==> src/rtl/bleuart_tx_serializer.sv <==
// Byte-to-serial UART transmitter for the BLE module link: valid/ready byte intake,
// 8-bit LSB-first frames with optional parity, 1 or 2 stop bits, optional CTS gating.
module bleuart_tx_serializer #(
    parameter int unsigned CLKS_PER_BIT = 434,
    parameter int unsigned PARITY       = 0,
    parameter int unsigned STOP_BITS    = 1,
    parameter int unsigned USE_CTS      = 0
) (
    input  logic       clk,
    input  logic       rst,
    input  logic [7:0] data_in,
    input  logic       data_valid,
    output logic       data_rdy,
    input  logic       cts_n,
    output logic       tx,
    output logic       busy
);

    localparam int unsigned CNT_W = (CLKS_PER_BIT > 1) ? $clog2(CLKS_PER_BIT) : 1;
    localparam logic [CNT_W-1:0] CNT_LAST = CNT_W'(CLKS_PER_BIT - 1);
    localparam logic STOP_LAST = 1'(STOP_BITS - 1);

    // Reject unsupported configurations at elaboration
    if (PARITY > 2 || (STOP_BITS != 1 && STOP_BITS != 2) || CLKS_PER_BIT < 2) begin : g_param_check
        $error("bleuart_tx_serializer: invalid PARITY, STOP_BITS or CLKS_PER_BIT");
    end

    typedef enum logic [2:0] {
        S_IDLE,
        S_START,
        S_DATA,
        S_PARITY,
        S_STOP
    } state_t;

    state_t           state_q, state_d;
    logic [CNT_W-1:0] baud_q, baud_d;
    logic [2:0]       bit_q, bit_d;
    logic             stop_q, stop_d;
    logic [7:0]       shift_q, shift_d;
    logic             par_q, par_d;
    logic             tx_q, tx_d;
    logic             busy_q, busy_d;
    logic             cts_meta_q, cts_sync_q;
    logic             cts_ok;
    logic             accept;
    logic             baud_last;

    assign cts_ok    = (USE_CTS != 0) ? ~cts_sync_q : 1'b1;
    assign data_rdy  = rst & (state_q == S_IDLE) & cts_ok;
    assign accept    = data_valid & data_rdy;
    assign baud_last = (baud_q == CNT_LAST);
    assign tx        = tx_q;
    assign busy      = busy_q;

    // Two-flop synchronizer for the asynchronous clear-to-send input
    always_ff @(posedge clk or negedge rst) begin
        if (!rst) begin
            cts_meta_q <= 1'b1;
            cts_sync_q <= 1'b1;
        end else begin
            cts_meta_q <= cts_n;
            cts_sync_q <= cts_meta_q;
        end
    end

    // Frame state register
    always_ff @(posedge clk or negedge rst) begin
        if (!rst) begin
            state_q <= S_IDLE;
            baud_q  <= '0;
            bit_q   <= '0;
            stop_q  <= 1'b0;
            shift_q <= '0;
            par_q   <= 1'b0;
            tx_q    <= 1'b1;
            busy_q  <= 1'b0;
        end else begin
            state_q <= state_d;
            baud_q  <= baud_d;
            bit_q   <= bit_d;
            stop_q  <= stop_d;
            shift_q <= shift_d;
            par_q   <= par_d;
            tx_q    <= tx_d;
            busy_q  <= busy_d;
        end
    end

    // Next-state decode; tx_d carries the level for the cycle after each transition
    always_comb begin
        state_d = state_q;
        baud_d  = baud_q + 1'b1;
        bit_d   = bit_q;
        stop_d  = stop_q;
        shift_d = shift_q;
        par_d   = par_q;
        tx_d    = tx_q;
        busy_d  = busy_q;

        unique case (state_q)
            S_IDLE: begin
                baud_d = '0;
                tx_d   = 1'b1;
                busy_d = 1'b0;
                if (accept) begin
                    shift_d = data_in;
                    par_d   = (PARITY == 2) ? ~^data_in : ^data_in;
                    bit_d   = '0;
                    stop_d  = 1'b0;
                    tx_d    = 1'b0;
                    busy_d  = 1'b1;
                    state_d = S_START;
                end
            end
            S_START: begin
                if (baud_last) begin
                    baud_d  = '0;
                    tx_d    = shift_q[0];
                    state_d = S_DATA;
                end
            end
            S_DATA: begin
                if (baud_last) begin
                    baud_d = '0;
                    if (bit_q == 3'd7) begin
                        if (PARITY != 0) begin
                            tx_d    = par_q;
                            state_d = S_PARITY;
                        end else begin
                            tx_d    = 1'b1;
                            state_d = S_STOP;
                        end
                    end else begin
                        bit_d   = 3'(bit_q + 3'd1);
                        shift_d = {1'b0, shift_q[7:1]};
                        tx_d    = shift_q[1];
                    end
                end
            end
            S_PARITY: begin
                if (baud_last) begin
                    baud_d  = '0;
                    tx_d    = 1'b1;
                    state_d = S_STOP;
                end
            end
            S_STOP: begin
                if (baud_last) begin
                    baud_d = '0;
                    if (stop_q == STOP_LAST) begin
                        busy_d  = 1'b0;
                        state_d = S_IDLE;
                    end else begin
                        stop_d = 1'b1;
                    end
                end
            end
            default: begin
                baud_d  = '0;
                tx_d    = 1'b1;
                busy_d  = 1'b0;
                state_d = S_IDLE;
            end
        endcase
    end

endmodule

==> config.mk <==
export PLATFORM = sky130hd
export DESIGN_NAME = bleuart_tx_serializer
export DESIGN_NICKNAME = d
export VERILOG_FILES = /design/src/rtl/bleuart_tx_serializer.sv
export SDC_FILE = /design/constraint.sdc
export NUM_CORES = 1
export LEC_CHECK = 0
export BUFFER_PORTS_ARGS = -buffer_cell sky130_fd_sc_hd__buf_2
export CAP_MARGIN = 10
export CORE_UTILIZATION = 55
export CTS_CLUSTER_SIZE = 24
export DETAILED_ROUTE_END_ITERATION = 6
export PLACE_DENSITY = 0.84
export RECOVER_POWER = 25
export SLEW_MARGIN = 20
export SYNTH_ARGS = -nofsm -noshare
export SYNTH_HDL_FRONTEND = slang
export SYNTH_SLANG_ARGS = --single-unit
==> constraint.sdc <==
create_clock -name clk -period 3.94 [get_ports clk]
set_clock_uncertainty 0.15 [all_clocks]
set_input_delay 0.788 -clock clk [delete_from_list [all_inputs] [get_ports clk]]
set_output_delay 0.788 -clock clk [all_outputs]
set_load 0.01 [all_outputs]
==> results of run 1 <==
## power breakdown
part	switching [W]	leakage [nW]	total, W	internal [W]
clock network	0.0000728	0.0150	0.000112	0.0000396
registers	0.00000189	0.306	0.000262	0.000260
logic	0.00000869	0.337	0.0000190	0.0000103
total	0.0000833	0.658	0.000393	0.000310
## cells by family (layout without fill, tap and decap cells)
kind of cell,count (synthesis),in the layout,share of synthesized area [%]
AO/OA/AOI/OAI,20,20,8.78
XOR/XNOR,7,7,4.53
adder cells (fa/ha/maj),4,4,3.70
buffers and inverters,6,18,3.14
flip-flops,25,25,46.3
multiplexers,15,15,14.4
AND/OR/NAND/NOR,38,38,19.1
## metrics by stage
stage,utilization [%],hold WS (ns),setup WS (ns),cells
finish,63.3,0.310,1.24,155
global route,63.3,0.344,1.10,155
CTS,63.3,0.316,1.22,155
detailed placement,62.2,0.332,1.23,151
global placement,62.2,0.320,1.28,151
floorplan,-,0.303,1.80,115
## flip-flops by register name, summed over array words and instances, names as in the netlist
name,cells
state_q,3
busy,1
tx,1
bit_q,3
shift_q,8
baud_q,9
## metal layers
layer	share of wire, %	up-vias
met3	1.8	6
met2	50	11
met5	0	-
met1	46	438
met4	1.9	0
li1	-	437
## how the worst max path moves through the flow
stage	startpoint	to	slack (ns)	depth (start not counted)
2_1_floorplan	rst	data_rdy	1.80	1
6_report	rst	data_rdy	1.24	3
3_5_place_dp	rst	data_rdy	1.23	3
3_3_place_gp	rst	data_rdy	1.28	3
4_1_cts	rst	data_rdy	1.22	3
5_1_grt	rst	data_rdy	1.10	3
## cell usage after synthesis (all sizes together)
master / n / area share, %
nor2: 16 / 6.2
ha: 4 / 3.7
nor4b: 3 / 2.4
and4bb: 1 / 0.92
dfrtp: 24 / 44
nand4b: 1 / 1.8
o21ai: 8 / 3.0
or3b: 1 / 0.65
a21o: 1 / 0.55
dfstp: 1 / 1.9
a31oi: 1 / 0.46
o31ai: 1 / 0.55
nand4bb: 1 / 0.83
and4: 1 / 0.83
nand4: 1 / 0.46
xnor2: 4 / 2.6
nand2: 5 / 1.4
mux2: 15 / 14
xor2: 3 / 1.9
and4b: 1 / 0.74
and2: 3 / 1.4
a21oi: 6 / 2.2
nor3: 1 / 0.37
o32a: 1 / 0.74
inv: 1 / 0.28
clkbuf: 1 / 0.28
nand3: 2 / 0.74
and3: 1 / 0.46
buf: 4 / 2.6
a31o: 1 / 0.65
a22o: 1 / 0.65
## final cells by class
cell class | instances | area [sq um]
fill | 179 | 835
multi-input combinational | 84 | 684
sequential | 25 | 627
timing repair buffer | 13 | 65.1
tap | 28 | 35.0
clock buffer | 4 | 26.3
inverter | 1 | 3.75
## critical path, stage by stage
cell	delay, ns
buf_2	0.47
nor4b_1	0.31
buf_2	0.19
==> impl_metrics.env, run 1 <==
export IMPL_numPortBuffers=13
export IMPL_rr_startpoint="state_q[1]"
export IMPL_die_area_sq_um=2660
export IMPL_routed_wirelength_mm=2.34
export IMPL_reg2reg_slack_ns=1.92
export IMPL_dpl_instance_area_sq_um=1420
export IMPL_fin_area_sq_um=1440
export IMPL_regToRegEndpoint="shift_q[1]"
export IMPL_cts_buffers=3
export IMPL_worstSetupEndpointType="output pin"
export IMPL_syn_area_per_cell_sq_um=11.8
export IMPL_p_leak_nw=0.658
export IMPL_arrival_ns=1.76
export IMPL_initial_core_util_pct=59.5
export IMPL_die_width_um=51.6
export IMPL_rows=17
export IMPL_clock_path_buffers=2
export IMPL_cts_resized=0
export IMPL_synthToLayoutAreaGrowth_pct=6.47
export IMPL_grt_util_met2_pct=35.5
export IMPL_htree_levels=1
export IMPL_grt_pass1_wl_mm=4.08
export IMPL_relSlewSlack_pct=58.2
export IMPL_dp_hpwl_mm=1.71
export IMPL_status="completed"
export IMPL_drt_pass1_iter_count=1
export IMPL_clock_sinks=25
export IMPL_num_vias=892
export IMPL_met3_usage_pct=3.80
export IMPL_post_route_period_util_pct=68.5
export IMPL_start_kind="primary input"
export IMPL_gr_total_overflow=0
export IMPL_num_antenna_cells=0
export IMPL_antenna_found_initial=0
export IMPL_power_density_nw_per_um2=273
export IMPL_cts_hold_fix_buffers=0
export IMPL_postCtsSetupBuffers=0
export IMPL_grt_busiest_layer="met2"
export IMPL_final_hold_viol_count=0
export IMPL_yosysWarningCount=0
export IMPL_mostFrequentLayoutCell="dfrtp_1"
export IMPL_clock_latency_ns=0.31
export IMPL_rr_worst_depth=4
export IMPL_drt_iter0_drc=0
export IMPL_via_per_inst=5.75
export IMPL_synth_seq_area_share_pct=46.3
export IMPL_grt_max_degree=29
export IMPL_synth_seq_cells=25
export IMPL_synth_nets=131
export IMPL_final_layout_size_suffix_gt1_share_pct=29.9
export IMPL_grt_use_met1_pct=26.0
export IMPL_cts_root_buffer="clkbuf_4"
export IMPL_cts_tree="built"
export IMPL_maxCapViolations=0
export IMPL_core_area_sq_um=2280
export IMPL_clk_pin_slew_worst_paths_ns=0.13
export IMPL_final_nets=144
export IMPL_tightestPinTransition_ns=0.623
export IMPL_place_congestion=0.781
export IMPL_wl_per_cell_um=15.1
export IMPL_period_needed_ns=2.70
export IMPL_slew_violations=0
export IMPL_layout_common_cells="24 x dfrtp_1, 14 x nor2_1, 13 x buf_2, 8 x mux2_2"
export IMPL_rsz0062_at_grt="false"
export IMPL_path_max_fanout=28
export IMPL_required_ns=3.00
export IMPL_fin_setup_tns_ns=0
export IMPL_netlist_area_sq_um=1350
export IMPL_io_pins=15
export IMPL_grt_pass1_vias=890
export IMPL_drtAntennaViolNets=0
export IMPL_yosysUniqueCellTypes=38
export IMPL_fmaxAchievable_ghz=0.370
export IMPL_die_y_um=51.6
export IMPL_power_total_w=0.000393
export IMPL_crit_type="primary input to output pin"
export IMPL_syn_inst=115
export IMPL_drcViolationCount=0
export IMPL_min_path_type="primary input to asynchronous set/reset pin"
export IMPL_setup_violations_final=0
export IMPL_grt_use_total_pct=21.0
export IMPL_ir_drop_uv=239
(Power assumes the default switching activity.)
==> inputs of run 2 (changes only) <==
==> constraint.sdc (replaced) <==
create_clock -name clk -period 2.69 [get_ports clk]
set_clock_uncertainty 0.15 [all_clocks]
set_input_delay 0.538 -clock clk [delete_from_list [all_inputs] [get_ports clk]]
set_output_delay 0.538 -clock clk [all_outputs]
set_load 0.01 [all_outputs]
==> run 2 against run 1 <==
- setup slack worse by 0.94 ns
- sequential share of layout area fell by 0.52 points
- wire length up 0.21%
- highest routed layer unchanged
- largest power group unchanged
- critical endpoint unchanged
==> impl_metrics.env, run 2 (synthesis results as in run 1) <==
export IMPL_status="completed"
export IMPL_fin_setup_tns_ns=0
export IMPL_fmaxAchievable_ghz=0.418
export IMPL_critPathTopFamily="buffers and inverters"
export IMPL_drcViolationCount=0
export IMPL_rr_worst_depth=6
export IMPL_setup_violations_final=0
export IMPL_grt_pass1_vias=919
export IMPL_cts_tree="built"
export IMPL_numPortBuffers=13
export IMPL_multi_input_area_sq_um=684
export IMPL_layout_common_cells="24 x dfrtp_1, 14 x nor2_1, 13 x buf_2, 8 x mux2_2"
export IMPL_gr_total_overflow=0
export IMPL_holdCritStartpoint="data_in[7]"
export IMPL_p_leak_nw=0.667
export IMPL_clock_latency_ns=0.31
export IMPL_crit_type="primary input to output pin"
export IMPL_hold_end="shift_q[7]"
export IMPL_drtAntennaViolNets=0
export IMPL_relSlewSlack_pct=59.7
export IMPL_fill_cells=169
export IMPL_wl_per_cell_um=14.9
export IMPL_seq_area_sq_um=627
export IMPL_start_kind="primary input"
export IMPL_cts_hold_fix_buffers=1
export IMPL_min_path_type="primary input to flip-flop"
export IMPL_clock_sinks=25
export IMPL_regToRegEndpoint="shift_q[1]"
export IMPL_ir_drop_uv=346
export IMPL_drt_pass1_iter_count=4
export IMPL_placedCellCount=152
export IMPL_routed_wirelength_mm=2.35
export IMPL_num_antenna_cells=0
export IMPL_whs_path_depth=2
export IMPL_antenna_found_initial=0
export IMPL_die_area_sq_um=2660
export IMPL_post_route_period_util_pct=89.0
export IMPL_path_cells="dlygate4sd3_1 -> buf_2 -> nor4b_1 -> buf_2"
export IMPL_worstSetupEndpointType="output pin"
export IMPL_slew_violations=0
export IMPL_final_hold_viol_count=0
export IMPL_io_pins=15
export IMPL_largest_reg_flops=9
export IMPL_initial_core_util_pct=59.5
export IMPL_top_register="baud_q"
export IMPL_die_y_um=51.6
export IMPL_cp_slowest_cell="dlygate4sd3_1"
export IMPL_num_vias=879
export IMPL_rows=17
export IMPL_core_area_sq_um=2280
export IMPL_grt_pass1_wl_mm=3.91
export IMPL_required_ns=2.00
export IMPL_dp_hpwl_mm=1.71
export IMPL_path_max_fanout=10
export IMPL_tightestPinTransition_ns=0.601
export IMPL_grt_max_degree=20
export IMPL_final_layout_size_suffix_gt1_share_pct=30.2
export IMPL_maxCapViolations=0
export IMPL_cts_resized=0
export IMPL_reg2reg_slack_ns=0.63
export IMPL_period_needed_ns=2.39
export IMPL_drt_iter0_drc=15
export IMPL_synthToLayoutAreaGrowth_pct=7.76
export IMPL_stdcell_count=157
export IMPL_path_common_cell="buf_2"
export IMPL_rsz0062_at_grt="false"
export IMPL_top_regs="baud_q (9), shift_q (8)"
export IMPL_cts_buffers=3
export IMPL_clock_path_buffers=2
export IMPL_final_nets=146
export IMPL_rr_startpoint="bit_q[0]"
export IMPL_htree_levels=1
export IMPL_cts_root_buffer="clkbuf_4"
export IMPL_postCtsSetupBuffers=0
export IMPL_via_per_inst=5.60
export IMPL_clk_pin_slew_worst_paths_ns=0.12
export IMPL_die_width_um=51.6
export IMPL_worst_path_largest_cell_delay_ns=0.51
export IMPL_power_density_nw_per_um2=395
export IMPL_path_buf_inv=3
export IMPL_arrival_ns=1.71
export IMPL_mostFrequentLayoutCell="dfrtp_1"
export IMPL_place_congestion=0.733
export IMPL_grt_use_total_pct=20.3
run 2: cell count changes in the layout (fill, tap and decap cells not counted), sizes merged:
cell         delta
dlygate4sd3     +1
buf             +1
run 2: layout make-up:
class | count | area share, %
clock buffer | 4 | 1.80
inverter | 1 | 0.257
multi-input combinational | 84 | 46.9
sequential | 25 | 43.0
tap | 28 | 2.40
timing repair buffer | 15 | 5.66
run 2: metal layers:
metal,up-vias,track usage [%],wire length (um)
li1,438,-,-
met1,424,24.5,1110
met2,15,34.4,1130
met3,2,6.14,91
met4,0,6.76,19
met5,-,0,0
run 2: where the power goes:
part	total [W]	switching (W)	internal, W
combinational	0.0000303	0.0000133	0.0000170
sequential	0.000383	0.00000276	0.000380
clock	0.000163	0.000105	0.0000580
total	0.000576	0.000121	0.000455
run 2: worst max-delay path by stage:
stage / start / endpoint / slack (ns) / cells past startpoint
final: rst / data_rdy / 0.30 / 4
after global routing: rst / data_rdy / 0.21 / 4
after CTS: rst / data_rdy / 0.29 / 4
after detailed placement: bit_q[0] / shift_q[1] / 0.64 / 6
after global placement: bit_q[0] / shift_q[6] / 0.70 / 6
after floorplan: bit_q[0] / shift_q[0] / 0.76 / 7
run 2: worst reg2reg max path: cells and delay by family, from the launching register on:
| family | cells | cell delay [ns] |
|---|---|---|
| and+or+nand+nor | 3 | 0.68 |
| adders and majority gates | 2 | 0.42 |
| DFF | 1 | 0.41 |
| muxes | 1 | 0.30 |
run 2: through the flow:
stage	total power [W]	util, %	worst slack [ns]	area [sq um]	hold slack (ns)
3_3_place_gp	0.000418	62.5	0.705	1420	0.241
6_report	0.000576	64.1	0.297	1460	0.327
4_1_cts	0.000583	64.1	0.288	1460	0.317
3_5_place_dp	0.000420	62.5	0.638	1420	0.254
2_1_floorplan	0.000401	-	0.756	1350	0.0924
5_1_grt	0.000598	64.1	0.211	1460	0.317
